===== config.mk =====
export PLATFORM = sky130hd
export DESIGN_NAME = passthru_skid
export DESIGN_NICKNAME = d
export VERILOG_FILES = /design/src/rtl/passthru_skid.sv
export SDC_FILE = /design/constraint.sdc
export NUM_CORES = 1
export LEC_CHECK = 0
export BUFFER_PORTS_ARGS = -buffer_cell sky130_fd_sc_hd__buf_4
export CORE_ASPECT_RATIO = 0.5
export CORE_MARGIN = 2
export CORE_UTILIZATION = 43
export CTS_BUF_LIST = sky130_fd_sc_hd__clkbuf_8
export DETAILED_ROUTE_END_ITERATION = 10
export PLACE_DENSITY = 0.66
export SETUP_SLACK_MARGIN = 0.1
export SLEW_MARGIN = 0
export SYNTH_ARGS = -nofsm -noshare
export SYNTH_HDL_FRONTEND = slang
export SYNTH_SLANG_ARGS = --single-unit

===== constraint.sdc =====
create_clock -name CLK -period 3.4 [get_ports CLK]
set_input_delay 0.17 -clock CLK [delete_from_list [all_inputs] [get_ports CLK]]
set_output_delay 0.17 -clock CLK [all_outputs]
set_load 0.005 [all_outputs]

===== src/rtl/passthru_skid.sv =====
// Two-entry in-order skid buffer; I_ready and O_valid come straight from flops, optional trace via PASSTHRU_SKID_TRACE_EN.
// Latency: a word pushed into an empty (or draining single-entry) buffer is on O_data one cycle later.
// Backpressure: I_ready drops only once both entries are full, so it never depends combinationally on O_ready.
module passthru_skid #(
    parameter int WIDTH = 8,
    parameter int ID    = 0
) (
    input  logic             CLK,
    input  logic             RESET,
    input  logic [WIDTH-1:0] I_data,
    input  logic             I_valid,
    output logic             I_ready,
    output logic [WIDTH-1:0] O_data,
    output logic             O_valid,
    input  logic             O_ready,
    output logic [15:0]      xfer_count
);

    typedef enum logic [1:0] {
        EMPTY = 2'd0,
        ONE   = 2'd1,
        TWO   = 2'd2
    } state_t;

    state_t           state_q;
    state_t           state_d;
    logic [WIDTH-1:0] head_q;
    logic [WIDTH-1:0] tail_q;
    logic [WIDTH-1:0] head_d;
    logic             head_load;
    logic             tail_load;
    logic             push;
    logic             pop;

    assign push   = I_valid && I_ready;
    assign pop    = O_valid && O_ready;
    assign O_data = head_q;

    always_comb begin
        state_d   = state_q;
        head_d    = I_data;
        head_load = 1'b0;
        tail_load = 1'b0;
        case (state_q)
            EMPTY: begin
                if (push) begin
                    state_d   = ONE;
                    head_load = 1'b1;
                end
            end
            ONE: begin
                if (push && pop) begin
                    head_load = 1'b1;
                end else if (push) begin
                    state_d   = TWO;
                    tail_load = 1'b1;
                end else if (pop) begin
                    state_d   = EMPTY;
                end
            end
            TWO: begin
                // I_ready is low here, so the only movement is tail advancing to head
                if (pop) begin
                    state_d   = ONE;
                    head_d    = tail_q;
                    head_load = 1'b1;
                end
            end
            default: state_d = EMPTY;
        endcase
    end

    always_ff @(posedge CLK) begin
        if (RESET) begin
            state_q    <= EMPTY;
            I_ready    <= 1'b1;
            O_valid    <= 1'b0;
            xfer_count <= 16'd0;
        end else begin
            state_q <= state_d;
            I_ready <= (state_d != TWO);
            O_valid <= (state_d != EMPTY);
            if (pop) begin
                xfer_count <= xfer_count + 16'd1;
            end
        end
    end

    // Entry storage carries no reset; validity is tracked by state_q alone
    always_ff @(posedge CLK) begin
        if (head_load) begin
            head_q <= head_d;
        end
        if (tail_load) begin
            tail_q <= I_data;
        end
    end

`ifdef PASSTHRU_SKID_TRACE_EN
    always @(posedge CLK) begin
        if (!RESET && pop) begin
            $display("Id = %0d xfer %h", ID, O_data);
        end
    end
`else
    logic [31:0] unused_id;
    assign unused_id = ID;
`endif

endmodule


==> reports/qor.yml <==
routing:
  wl_um: 2670
  drtIter0Drc: 44
  drc_errors: 0
  ant_nets: 0
  drt_first_pass_iters: 4
  vias_per_cell: 4.93
  wl_per_cell_um: 12.4
  via_count: 1060
synth:
  ys_ff_latch: 36
  yosysWarnings: 0
  seq_area_frac_synth: 0.592
  syn_inst: 131
  avgSynthCellArea_um2: 11.4
  synth.net_count: 144
  synth_top_cell_by_area: "edfxtp_1"
  synthDistinctLibCells: 32
  synth_area_um2: 1490
  netlist.area_leader.share: 0.323
  ys_top_cells_by_area: "edfxtp_1 (32%), dfxtp_1 (27%), mux2_2 (6.8%), xnor2_1 (4.1%), nor2_1 (3.3%)"
layout:
  layout_commonest_cell: "buf_4"
  num_antenna_cells: 0
  layout_common_cells: "buf_4 (37), dfxtp_1 (20), edfxtp_1 (16)"
  post-route-util: 0.566
  drive_gt1_frac: 0.347
  nFillCells: 299
  nets: 185
  syn_to_final_growth_pct: 28.6
power_and_ir_drop:
  power_density_nw_per_um2: 481
  ir_worst_vdd_v: 0.000211
  finalPower_mw: 0.920
  p_leak_nw: 0.729
timing:
  maxSlewHeadroom: 0.275
  worstMarginPinSlew_ns: 1.08
  rsz0062_at_grt: "false"
  slew_violations: 0
  setup_viol: 0
  fin_ws_ns: 1.63
  max_freq_mhz: 567
  skew_ns: 0.00943
  hold_ws_ns: 0.0695
  fin_crit_sh: 0.519
  finalSetupTns_ns: 0
  fin_crit_ns: 1.77
  final-hold-violation-count: 0
placed_design:
  dp_slack_ns: 1.62
  io_buffer_count: 37
  dp_hpwl_um: 1870
  gp_congestion: 0.723
floorplanning:
  num_rows: 15
  die_x_um: 87.2
  core_um2: 3380
  die_h_um: 45.6
  ios: 38
  die_area_um2: 3970
  start_util: 0.440
clock_network:
  cts.repair.resized: 0
  clockBufferDepth: 2
  postCtsHoldBufs: 0
  postCtsSetupRepairBufs: 0
  numCtsBuffers: 5
  clkTransAtPathRegs_ns: 0.07
  htreeDepth: 2
  cts.sinks: 36
  clockRootBuffer: "clkbuf_8"
  insertion_delay_ns: 0.28
  cts_tree: "done"
setup_path:
  rrSetupSlack_ns: 1.63
  timing.rr.start: "O_valid$_SDFF_PP0_"
  required_ns: 3.30
  worstRegToRegCells: 3
  crit_path_max_fanout: 8
  worstSetupStartpointType: "flip-flop"
  crit_path_end_kind: "flip-flop"
  reg2reg_to: "tail_q[3]$_DFFE_PP_"
  worstPathArrival_ns: 1.67
  crit_start: "O_valid$_SDFF_PP0_"
  worstSetupEndpoint: "tail_q[3]$_DFFE_PP_"
  worstSetupPathType: "reg -> reg"
global_routing:
  first_global_vias: 963
  antenna_found_initial: 0
  grt_max_degree: 23
  gr-usage-all-layers: 0.146
  grt-ovfl-total: 0
  grt_pass1_wl_um: 4380
hold_path:
  hp-class: "in -> reg"
job:
  maxCapViolations: 0
outcome:
  status: "finished clean"
sequential cells by signal, summed over array words and instances, names as in the netlist:
register / cells
I_ready: 1
O_valid: 1
xfer_count: 16
O_data: 8
tail_q: 8
state_q: 2
kinds of logic (layout without fill, tap and decap cells):
group,after synthesis,count (layout),share of synthesized area
AND/OR/NAND/NOR,52,52,0.188
flip-flops,36,36,0.592
AO/OA/AOI/OAI,16,16,0.0648
multiplexers,10,10,0.0757
XOR/XNOR,9,9,0.0530
buffers and inverters,7,49,0.0185
adder cells (fa/ha/maj),1,1,0.00841
metrics by stage:
| step | cell area, um2 | cells |
|---|---|---|
| 5_1_grt | 1910 | 215 |
| 3_3_place_gp | 1810 | 207 |
| 6_report | 1910 | 215 |
| 3_5_place_dp | 1810 | 207 |
| 2_1_floorplan | 1490 | 131 |
| 4_1_cts | 1910 | 215 |
synth_stat cells (all sizes together):
library cell / n
dfxtp: 20
edfxtp: 16
nor2: 13
mux2: 10
nand2: 10
a21oi: 9
xnor2: 7
nand3: 5
nor3: 5
inv: 4
nand4: 4
or3: 4
nor2b: 3
nor4: 3
o21ai: 3
clkbuf: 2
o21ba: 2
xor2: 2
a21o: 1
a31o: 1
and2: 1
and3b: 1
and4: 1
buf: 1
ha: 1
nand2b: 1
nor3b: 1
worst min path at each step:
stage | from | to | slack [ns] | depth (start not counted)
2_1_floorplan | I_data[0] | tail_q[0]$_DFFE_PP_ | 0.27 | 0
3_3_place_gp | I_data[0] | tail_q[0]$_DFFE_PP_ | 0.36 | 1
3_5_place_dp | I_data[0] | tail_q[0]$_DFFE_PP_ | 0.36 | 1
4_1_cts | I_data[0] | tail_q[0]$_DFFE_PP_ | 0.06 | 1
5_1_grt | I_data[0] | tail_q[0]$_DFFE_PP_ | 0.06 | 1
6_report | I_data[0] | tail_q[0]$_DFFE_PP_ | 0.07 | 1
power breakdown:
group	internal [mW]	leakage, nW	total, mW	switching, mW
sequential	0.477	0.312	0.488	0.0109
clock	0.215	0.0593	0.359	0.145
combinational	0.0390	0.357	0.0735	0.0345
total	0.730	0.729	0.920	0.190
critical path, cell delays in order (launching register included):
cell,delay (ns)
dfxtp_1,0.36
nand2_1,0.13
nand2_1,0.07
nor3_1,0.83
area by class of cell:
cell class | count | area, um2 | area share
Timing Repair Buffer | 37 | 278 | 0.145
Multi-Input combinational cell | 88 | 579 | 0.303
Tap cell | 42 | 52.6 | 0.0275
Clock inverter | 3 | 38.8 | 0.0203
Sequential cell | 36 | 881 | 0.460
Clock buffer | 5 | 68.8 | 0.0360
Inverter | 4 | 15.0 | 0.00785
routing by layer:
| layer | global-route usage | routed length (um) |
|---|---|---|
| met5 | 0 | 0 |
| met3 | 0.0543 | 128 |
| met1 | 0.188 | 1340 |
| met2 | 0.238 | 1170 |
| met4 | 0.0369 | 31 |
Note: power is estimated with default switching activity, not from simulation.
